--- config.mk ---
export PLATFORM = sky130hd
export DESIGN_NAME = shift_sequencer_flat
export DESIGN_NICKNAME = d
export VERILOG_FILES = /design/src/rtl/shift_sequencer_if.sv /design/src/rtl/shift_sequencer.sv /design/src/flat_wrapper.sv
export SDC_FILE = /design/constraint.sdc
export NUM_CORES = 1
export LEC_CHECK = 0
export ABC_CLOCK_PERIOD_IN_PS = 1870
export CAP_MARGIN = 30
export CORE_MARGIN = 2
export CORE_UTILIZATION = 44
export CTS_CLUSTER_DIAMETER = 30
export DETAILED_ROUTE_END_ITERATION = 8
export GPL_TIMING_DRIVEN = 0
export PLACE_DENSITY = 0.79
export SETUP_SLACK_MARGIN = 0.1
export SLEW_MARGIN = 20
export SYNTH_ARGS = -nofsm -noshare
export SYNTH_HDL_FRONTEND = slang
export SYNTH_SLANG_ARGS = --single-unit
--- constraint.sdc ---
create_clock -name clk -period 1.87 [get_ports clk]
set_input_delay 0.2805 -clock clk [delete_from_list [all_inputs] [get_ports clk]]
set_output_delay 0.2805 -clock clk [all_outputs]
set_load 0.02 [all_outputs]
--- src/rtl/shift_sequencer_if.sv ---
// Request/result bundle for the multi-cycle shift sequencer.
// master drives the request, slave (the sequencer) returns status and result.
interface shift_sequencer_if #(
   parameter int WIDTH = 16
) ();
   logic             start;
   logic [1:0]       op;
   logic [WIDTH-1:0] a;
   logic [WIDTH-1:0] b;
   logic             ready;
   logic             busy;
   logic             done;
   logic [WIDTH-1:0] s;
   logic             cout;

   modport master (
      output start, op, a, b,
      input  ready, busy, done, s, cout
   );

   modport slave (
      input  start, op, a, b,
      output ready, busy, done, s, cout
   );
endinterface

--- src/rtl/shift_sequencer.sv ---
// Multi-cycle shifter: SLL/SRL/SRA/ROL one bit position per clock.
// Optional SHIFT_MULTISTEP_EN: four positions per clock while at least four remain.
module shift_sequencer #(
   parameter int WIDTH = 16
) (
   input  logic               clk,
   input  logic               rst,
   shift_sequencer_if.slave   bus
);
   localparam int               CW      = $clog2(WIDTH) + 1;
   localparam logic [WIDTH-1:0] W_VAL   = WIDTH[WIDTH-1:0];
   localparam logic [CW-1:0]    CNT_MAX = WIDTH[CW-1:0];

   localparam logic [1:0] OP_SLL = 2'b00;
   localparam logic [1:0] OP_SRL = 2'b01;
   localparam logic [1:0] OP_SRA = 2'b10;
   localparam logic [1:0] OP_ROL = 2'b11;

   typedef enum logic [1:0] {
      IDLE  = 2'b00,
      SHIFT = 2'b01,
      DONE  = 2'b10
   } state_t;

   state_t           state_q, state_d;
   logic [CW-1:0]    cnt_q, cnt_d;
   logic [WIDTH-1:0] s_q, s_d;
   logic             cout_q, cout_d;
   logic [1:0]       op_q, op_d;

   // Returns {cout, s} after a single position.
   function automatic logic [WIDTH:0] step1(input logic [1:0] op, input logic [WIDTH-1:0] v);
      case (op)
         OP_SLL:  step1 = {v[WIDTH-1], v[WIDTH-2:0], 1'b0};
         OP_SRL:  step1 = {v[0], 1'b0, v[WIDTH-1:1]};
         OP_SRA:  step1 = {v[0], v[WIDTH-1], v[WIDTH-1:1]};
         OP_ROL:  step1 = {v[WIDTH-1], v[WIDTH-2:0], v[WIDTH-1]};
         default: step1 = {1'b0, v};
      endcase
   endfunction

`ifdef SHIFT_MULTISTEP_EN
   // Four positions at once; cout is the last of the four bits leaving.
   function automatic logic [WIDTH:0] step4(input logic [1:0] op, input logic [WIDTH-1:0] v);
      case (op)
         OP_SLL:  step4 = {v[WIDTH-4], v[WIDTH-5:0], 4'b0000};
         OP_SRL:  step4 = {v[3], 4'b0000, v[WIDTH-1:4]};
         OP_SRA:  step4 = {v[3], {4{v[WIDTH-1]}}, v[WIDTH-1:4]};
         OP_ROL:  step4 = {v[WIDTH-4], v[WIDTH-5:0], v[WIDTH-1:WIDTH-4]};
         default: step4 = {1'b0, v};
      endcase
   endfunction
`endif

   // Next-state, count and datapath update.
   always_comb begin
      state_d = state_q;
      cnt_d   = cnt_q;
      s_d     = s_q;
      cout_d  = cout_q;
      op_d    = op_q;
      case (state_q)
         IDLE: begin
            if (bus.start) begin
               s_d    = bus.a;
               op_d   = bus.op;
               cout_d = 1'b0;
               // Rotate wraps modulo WIDTH; the other ops saturate on the full 16-bit amount.
               if (bus.op == OP_ROL) begin
                  cnt_d = {1'b0, bus.b[CW-2:0]};
               end else if (bus.b >= W_VAL) begin
                  cnt_d = CNT_MAX;
               end else begin
                  cnt_d = bus.b[CW-1:0];
               end
               if (cnt_d == '0) begin
                  state_d = DONE;
               end else begin
                  state_d = SHIFT;
               end
            end else begin
               state_d = IDLE;
            end
         end
         SHIFT: begin
`ifdef SHIFT_MULTISTEP_EN
            if (cnt_q >= CW'(4)) begin
               {cout_d, s_d} = step4(op_q, s_q);
               cnt_d         = cnt_q - CW'(4);
            end else begin
               {cout_d, s_d} = step1(op_q, s_q);
               cnt_d         = cnt_q - CW'(1);
            end
`else
            {cout_d, s_d} = step1(op_q, s_q);
            cnt_d         = cnt_q - CW'(1);
`endif
            if (cnt_d == '0) begin
               state_d = DONE;
            end else begin
               state_d = SHIFT;
            end
         end
         DONE:    state_d = IDLE;
         default: state_d = IDLE;
      endcase
   end

   // State and datapath registers.
   always_ff @(posedge clk or posedge rst) begin
      if (rst) begin
         state_q <= IDLE;
         cnt_q   <= '0;
         s_q     <= '0;
         cout_q  <= 1'b0;
         op_q    <= 2'b00;
      end else begin
         state_q <= state_d;
         cnt_q   <= cnt_d;
         s_q     <= s_d;
         cout_q  <= cout_d;
         op_q    <= op_d;
      end
   end

   assign bus.ready = (state_q == IDLE);
   assign bus.busy  = (state_q == SHIFT) || (state_q == DONE);
   assign bus.done  = (state_q == DONE);
   assign bus.s     = s_q;
   assign bus.cout  = cout_q;
endmodule

--- src/flat_wrapper.sv ---
// flat-port wrapper written by rule: the top's interface ports become plain ports
module shift_sequencer_flat 
#(
   parameter int WIDTH = 16
)
  (clk, rst, bus_start, bus_op, bus_a, bus_b, bus_ready, bus_busy, bus_done, bus_s, bus_cout);
  shift_sequencer_if #(.WIDTH(WIDTH)) bus_i ();
  input  logic clk;
  input  logic rst;
  input wire logic [$bits(bus_i.start)-1:0] bus_start;
  input wire logic [$bits(bus_i.op)-1:0] bus_op;
  input wire logic [$bits(bus_i.a)-1:0] bus_a;
  input wire logic [$bits(bus_i.b)-1:0] bus_b;
  output wire logic [$bits(bus_i.ready)-1:0] bus_ready;
  output wire logic [$bits(bus_i.busy)-1:0] bus_busy;
  output wire logic [$bits(bus_i.done)-1:0] bus_done;
  output wire logic [$bits(bus_i.s)-1:0] bus_s;
  output wire logic [$bits(bus_i.cout)-1:0] bus_cout;
  assign bus_i.start = bus_start;
  assign bus_i.op = bus_op;
  assign bus_i.a = bus_a;
  assign bus_i.b = bus_b;
  assign bus_ready = bus_i.ready;
  assign bus_busy = bus_i.busy;
  assign bus_done = bus_i.done;
  assign bus_s = bus_i.s;
  assign bus_cout = bus_i.cout;
  shift_sequencer #(.WIDTH(WIDTH)) u_core (.clk(clk), .rst(rst), .bus(bus_i));
endmodule
==> results of run 1 <==
-- cell families (layout without fill, tap and decap cells) --
family / Yosys count / after routing / synth area share
compound gates: 49 / 49 / 0.208
xor+xnor: 4 / 4 / 0.0273
fa+ha+maj: 5 / 5 / 0.0401
buf+inv: 15 / 82 / 0.0498
flops: 26 / 26 / 0.417
mux: 5 / 5 / 0.0449
simple gates: 65 / 65 / 0.213
-- flip-flops by register name, summed over array words and instances, names as in the netlist --
register	flops
u_core.bus.s	16
u_core.cnt_q	5
u_core.op_q	2
u_core.state_q	2
u_core.bus.cout	1
-- per-stage QoR --
stage	std cells	hold WS, ns	utilization	total power, mW	instance area, um2
final	282	0.289	0.686	4.22	2310
after global routing	282	0.347	0.686	4.55	2310
after CTS	278	0.314	0.667	4.06	2240
after detailed placement	272	0.479	0.653	3.74	2190
after global placement	271	0.470	0.648	3.68	2180
after floorplan	169	0.321	-	2.87	1560
-- cell usage in the layout, fill, tap and decap left out, drive strengths merged, types with 2 or more instances in the layout --
master / n
o2bb2ai: 3
nand2b: 2
nor2: 5
xnor2: 3
a21oi: 3
inv: 7
clkdlybuf4s50: 53
clkbuf: 6
a221o: 3
nor4: 4
ha: 5
nand2: 40
o21ai: 12
mux2i: 2
o22ai: 11
dfrtp: 26
nand3: 2
and3: 3
dlygate4sd2: 3
mux2: 3
o32ai: 2
nor3: 2
buf: 13
a31oi: 12
-- how the worst max path moves through the flow --
| stage | startpoint | endpoint | slack (ns) | cells after the start |
|---|---|---|---|---|
| floorplan | u_core.state_q[0] | u_core.cnt_q[4] | 0.14 | 7 |
| global placement | bus_start | u_core.bus.s[1] | 0.008 | 6 |
| detailed placement | bus_b[13] | u_core.cnt_q[4] | -0.02 | 5 |
| CTS | u_core.state_q[1] | u_core.bus.s[5] | 0.11 | 7 |
| global route | u_core.state_q[1] | u_core.cnt_q[4] | 0.11 | 7 |
| finish | u_core.bus.s[13] | bus_s[13] | 0.18 | 1 |
-- final cells by class --
class	instances	area, um2
Fill cell	282	1060
Sequential cell	26	651
Inverter	7	26.3
Clock buffer	4	36.3
Buffer	8	58.8
Timing Repair Buffer	63	621
Tap cell	46	57.6
Multi-Input combinational cell	128	857
-- layer usage --
layer | vias to the layer above | wire, um
met5 | - | 0
met4 | 0 | 31
met3 | 4 | 189
met2 | 44 | 1920
met1 | 723 | 1950
li1 | 753 | -
-- power breakdown --
group          internal (mW)  switching, mW  total, mW  leakage (nW)
clock                  0.119          0.165      0.284        0.0210
sequential             0.839          0.291       1.13         0.302
combinational           1.33           1.47       2.80         0.631
-- repair_timing --
action                     CTS  global route
gates cloned                 0             0
setup endpoints to repair   15            16
resized for setup            4            14
hold buffers                 0             0
pin swaps                    0             1
buffers inserted             2             4
-- synth_stat cells, types with 2 or more instances --
cell | instances | area, um2
o2bb2ai_1 | 3 | 26.3
nand3_1 | 2 | 10.0
o32ai_1 | 2 | 17.5
inv_1 | 7 | 26.3
buf_6 | 2 | 22.5
and3_1 | 3 | 18.8
o22ai_1 | 11 | 68.8
a31oi_1 | 11 | 68.8
nor2_1 | 5 | 18.8
o21ai_1 | 3 | 15.0
ha_1 | 5 | 62.6
nand2b_1 | 2 | 12.5
nor3_1 | 2 | 10.0
a21oi_1 | 3 | 15.0
buf_2 | 5 | 25.0
o21ai_0 | 9 | 45.0
a221o_1 | 3 | 30.0
nor4_4 | 2 | 42.5
dfrtp_1 | 26 | 651
xnor2_1 | 3 | 26.3
mux2_2 | 2 | 22.5
nand2_1 | 40 | 150
==> results.ini, run 1 <==
[clocking]
cts_tree = built
clockBufferDepth = 2
insertion_delay_ns = 0.32
cts.reportedPaths.clkPinSlew_ns = 0.14
htree_levels = 1
cts_sinks = 26
cts-buffers-inserted = 3
cts_root_buf = clkbuf_4

[logic_synthesis]
syn_area_um2 = 1560
syn_nets = 211
async_reset_ff_frac = 1.00
yosys_warnings = 0
ys_ff_latch = 26
synth_seq_area_share = 0.417
synth.avg_cell_area_um2 = 9.22
syn_inst = 169
ys_types = 40
yosys_most_used_dff = dfrtp_1
synth_edf_count = 0

[routing]
wirelength_mm = 4.08
via_per_inst = 5.40
wire_per_inst_um = 14.5
firstDrtPassIters = 4
drc_errors = 0
vias = 1524
ant_nets = 0
drt-initial-drc-count = 77

[sta]
finalClockSkew_ns = 0.00480
max_freq_mhz = 590
finalHoldViolCount = 0
tns_ns = 0
rsz0062_at_grt = no
max_slew.worst_pin.slew_ns = 0.543
relSlewSlack = 0.637
period_minus_slack_ns = 1.69
finalCritPeriodShare = 0.906
setup_viol = 0
slew_violations = 0
finalWorstSetupSlack_ns = 0.175

[critical_path]
cp.arrival_ns = 1.41
r2r_slack_ns = 0.18
worstSetupStartpointType = flip-flop
r2r_cells = 7
crit_slowest_cell = clkdlybuf4s50_1
r2r-end = u_core.cnt_q[4]
crit_path_max_incr_delay_ns = 0.63
cp-end-kind = primary output
worstPathMaxFanout = 5
cp_cell_sequence = clkdlybuf4s50_1
rr_startpoint = u_core.state_q[0]
cp_top_family = buffers and inverters
critical_path_class = reg2out
cp.required_ns = 1.59
worst-path-buf-inv = 1

[placement]
port_buffers = 56
post-dp-hpwl_mm = 3.13
pre_cts_ws_ns = -0.0201
gp_congestion = 0.793

[pwr]
max-vdd-ir-drop_v = 0.00122
leakage_nw = 0.954
power_density_nw_per_um2 = 1830

[run]
drv_cap = 0

[global_route]
antenna_found_initial = 0
overflow = 0
grt_pass1_vias = 1398
grt.total_usage = 0.210
grt_max_degree = 15
grt_use_met1 = 0.313
use_met2 = 0.324
top_usage_layer = met2
grt_first_pass_wirelength_mm = 6.81
gr-usage-met3 = 0.0375

[floorplan]
die_y_um = 63.5
io_pins = 57
die_area_um2 = 4040
coreArea_um2 = 3360
die_w_um = 63.5
num_rows = 21
initial_utilization = 0.464

[min_path]
min_path_type = in2async

[cells_and_area]
syn_to_final_growth_pct = 48.0
nNetsFinal = 279
drive_above_1_share = 0.153
antenna_cells = 0

[run_status]
outcome = complete, no violations

(Power assumes the default switching activity.)
==> run 2: changes to the inputs <==
--- a/config.mk
+++ b/config.mk
@@ -5,14 +5,14 @@
 export SDC_FILE = /design/constraint.sdc
 export NUM_CORES = 1
 export LEC_CHECK = 0
+export ABC_AREA = 1
 export ABC_CLOCK_PERIOD_IN_PS = 1870
 export CAP_MARGIN = 30
-export CORE_MARGIN = 2
-export CORE_UTILIZATION = 44
+export CORE_UTILIZATION = 45
 export CTS_CLUSTER_DIAMETER = 30
 export DETAILED_ROUTE_END_ITERATION = 8
 export GPL_TIMING_DRIVEN = 0
-export PLACE_DENSITY = 0.79
+export PLACE_DENSITY = 0.8
 export SETUP_SLACK_MARGIN = 0.1
 export SLEW_MARGIN = 20
 export SYNTH_ARGS = -nofsm -noshare
==> run 2 against run 1 <==
Effect of this change: via count grew 3.7%; synthesized cell count grew 22%; sequential cell count is the same; clock skew grew 0.0049 ns; wire length shrank 9.7%; global-route usage grew 0.27 points; critical endpoint is now bus_busy; largest power group unchanged.
==> results.ini, run 2 <==
[clocking]
htree_levels = 1
cts_hold_buffers = 0
cts.reportedPaths.clkPinSlew_ns = 0.14
clockBufferDepth = 2
insertion_delay_ns = 0.32
cts-buffers-inserted = 3
cts_sinks = 26
cts_tree = built
cts_root_buf = clkbuf_4

[logic_synthesis]
yosys.area.top_type = dfrtp_1
muxShareOfSynthArea = 0
synth_top_area_share = 0.411
synth-compound-area-share = 0.207
syn_area_um2 = 1580
synth_fa_ha_area_frac = 0.0395
synth.avg_cell_area_um2 = 7.69
async_reset_ff_frac = 1.00
synth_xor_xnor_area_share = 0.0111
synth_commonest_cells = 53 x nand2_1, 31 x inv_1, 26 x dfrtp_1
synth_edf_count = 0
synth_top_family_by_area = simple AND/OR/NAND/NOR gates
yosys_most_used_dff = dfrtp_1
synthSimpleGateAreaFrac = 0.220
synth.most_common_cell = nand2_1
yosys_warnings = 0
syn_inst = 206
syn_nets = 248
ys_ff_latch = 26
ys_types = 27
synthTopCellsByArea = dfrtp_1 41%, nand2_1 13%, o211ai_1 10%
synth_seq_area_share = 0.411

[sta]
finalClockSkew_ns = 0.00969
max_slew.worst_pin.slew_ns = 0.662
finalWorstSetupSlack_ns = 0.197
period_minus_slack_ns = 1.67
max_freq_mhz = 598
relSlewSlack = 0.558
rsz0062_at_grt = no
finalCritPeriodShare = 0.895
finalHoldViolCount = 0
tns_ns = 0
slew_violations = 0
setup_viol = 0

[floorplan]
num_rows = 21
coreArea_um2 = 3360
die_y_um = 61.3
initial_utilization = 0.471
die_w_um = 61.3
io_pins = 57
die_area_um2 = 3760

[global_route]
grt_max_degree = 17
overflow = 0
grt_first_pass_wirelength_mm = 5.95
grt.total_usage = 0.213
antenna_found_initial = 0
grt_pass1_vias = 1409

[routing]
firstDrtPassIters = 4
vias = 1581
wirelength_mm = 3.69
ant_nets = 0
wire_per_inst_um = 11.7
drt-initial-drc-count = 73
via_per_inst = 5.02
drc_errors = 0

[critical_path]
worstPathMaxFanout = 2
cp_top_family = buffers and inverters
cp.required_ns = 1.59
crit_slowest_cell = dfrtp_1
worstSetupStartpointType = flip-flop
cp.arrival_ns = 1.39
cp_cell_sequence = inv_1 -> ha_2 -> dlygate4sd2_1
critical_path_class = reg2out
worst-path-buf-inv = 2
crit_path_max_incr_delay_ns = 0.41
cp-end-kind = primary output

[cells_and_area]
drive_above_1_share = 0.0855
antenna_cells = 0
num-fill-cells = 308
syn_to_final_growth_pct = 43.0
largest_reg_flops = 16
final_cells = 315
nNetsFinal = 312
multi_input_area_um2 = 762
final_cell_mix = 53 x nand2_1, 53 x clkdlybuf4s50_1, 31 x inv_1
final_core_util = 0.674
ff_latch_area_um2 = 651

[min_path]
min_path_type = in2async

[placement]
port_buffers = 56
post-dp-hpwl_mm = 2.85
dp_cells = 309
pre_cts_ws_ns = 0.0990
gp_congestion = 0.793

[pwr]
leakage_nw = 1.05
power_density_nw_per_um2 = 1840
max-vdd-ir-drop_v = 0.000910

[run]
drv_cap = 0

[run_status]
outcome = complete, no violations

run 2: cell families (layout without fill, tap and decap cells):
logic type,count (synthesis),in the layout
buffers and inverters,40,103
xor gates and xnor gates,2,2
and+or+nand+nor,85,85
DFF,26,26
AOI/OAI and AO/OA,48,48
adders and majority gates,5,5
run 2: report_power, final:
group	total [mW]	switching [mW]	internal, mW
sequential	1.08	0.212	0.863
clock	0.280	0.162	0.119
combinational	2.81	1.62	1.19
run 2: worst paths after layout:
| kind | start | end | slack [ns] | cells past startpoint |
|---|---|---|---|---|
| max | u_core.state_q[0] | bus_busy | 0.20 | 3 |
| min | rst | u_core.state_q[1] | 0.33 | 2 |
| max in group asynchronous | rst | u_core.bus.s[0] | 1.02 | 3 |
| max reg2reg | u_core.state_q[1] | u_core.cnt_q[4] | 0.23 | 7 |
| min reg2reg | u_core.bus.cout | u_core.bus.cout | 0.51 | 2 |
| min in group clk | u_core.bus.cout | u_core.bus.cout | 0.51 | 2 |
run 2: final cells by class:
class                   count  share of cell area
plain buffers               5              0.0177
repair buffers             59               0.257
well taps                  46              0.0254
flip-flops and latches     26               0.287
inverters                  35              0.0602
multi-input cells         140               0.336
clock buffers               4              0.0160
run 2: worst register-to-register path, delay by kind of cell (launching register included):
| kind | cells | cell delay, ns |
|---|---|---|
| AOI/OAI and AO/OA | 3 | 0.57 |
| buffers and inverters | 3 | 0.30 |
| DFF | 1 | 0.41 |
| adders and majority gates | 1 | 0.28 |
run 2: routing by layer:
metal  part of all wire  vias to the layer above  GRT usage  routed length (um)
li1                   -                      802          -                   -
met1               0.46                      746      0.285                1700
met2               0.49                       31      0.365                1820
met3              0.038                        2     0.0210                 139
met4             0.0057                        0     0.0667                  21
met5                  0                        -          0                   0
run 2: stage by stage:
stage / hold slack [ns] / instance area, um2 / power (mW)
after global routing: 0.403 / 2270 / 4.57
after CTS: 0.356 / 2250 / 4.14
after detailed placement: 0.480 / 2220 / 3.86
after floorplan: 0.321 / 1580 / 2.96
final: 0.335 / 2270 / 4.16
after global placement: 0.472 / 2200 / 3.82
run 2: timing repair:
item / 4_1_cts / 5_1_grt
gates cloned: 0 / 0
gates resized for setup: 5 / 2
setup endpoints to repair: 4 / 4
pin swaps: 0 / 1
buffers inserted: 0 / 2
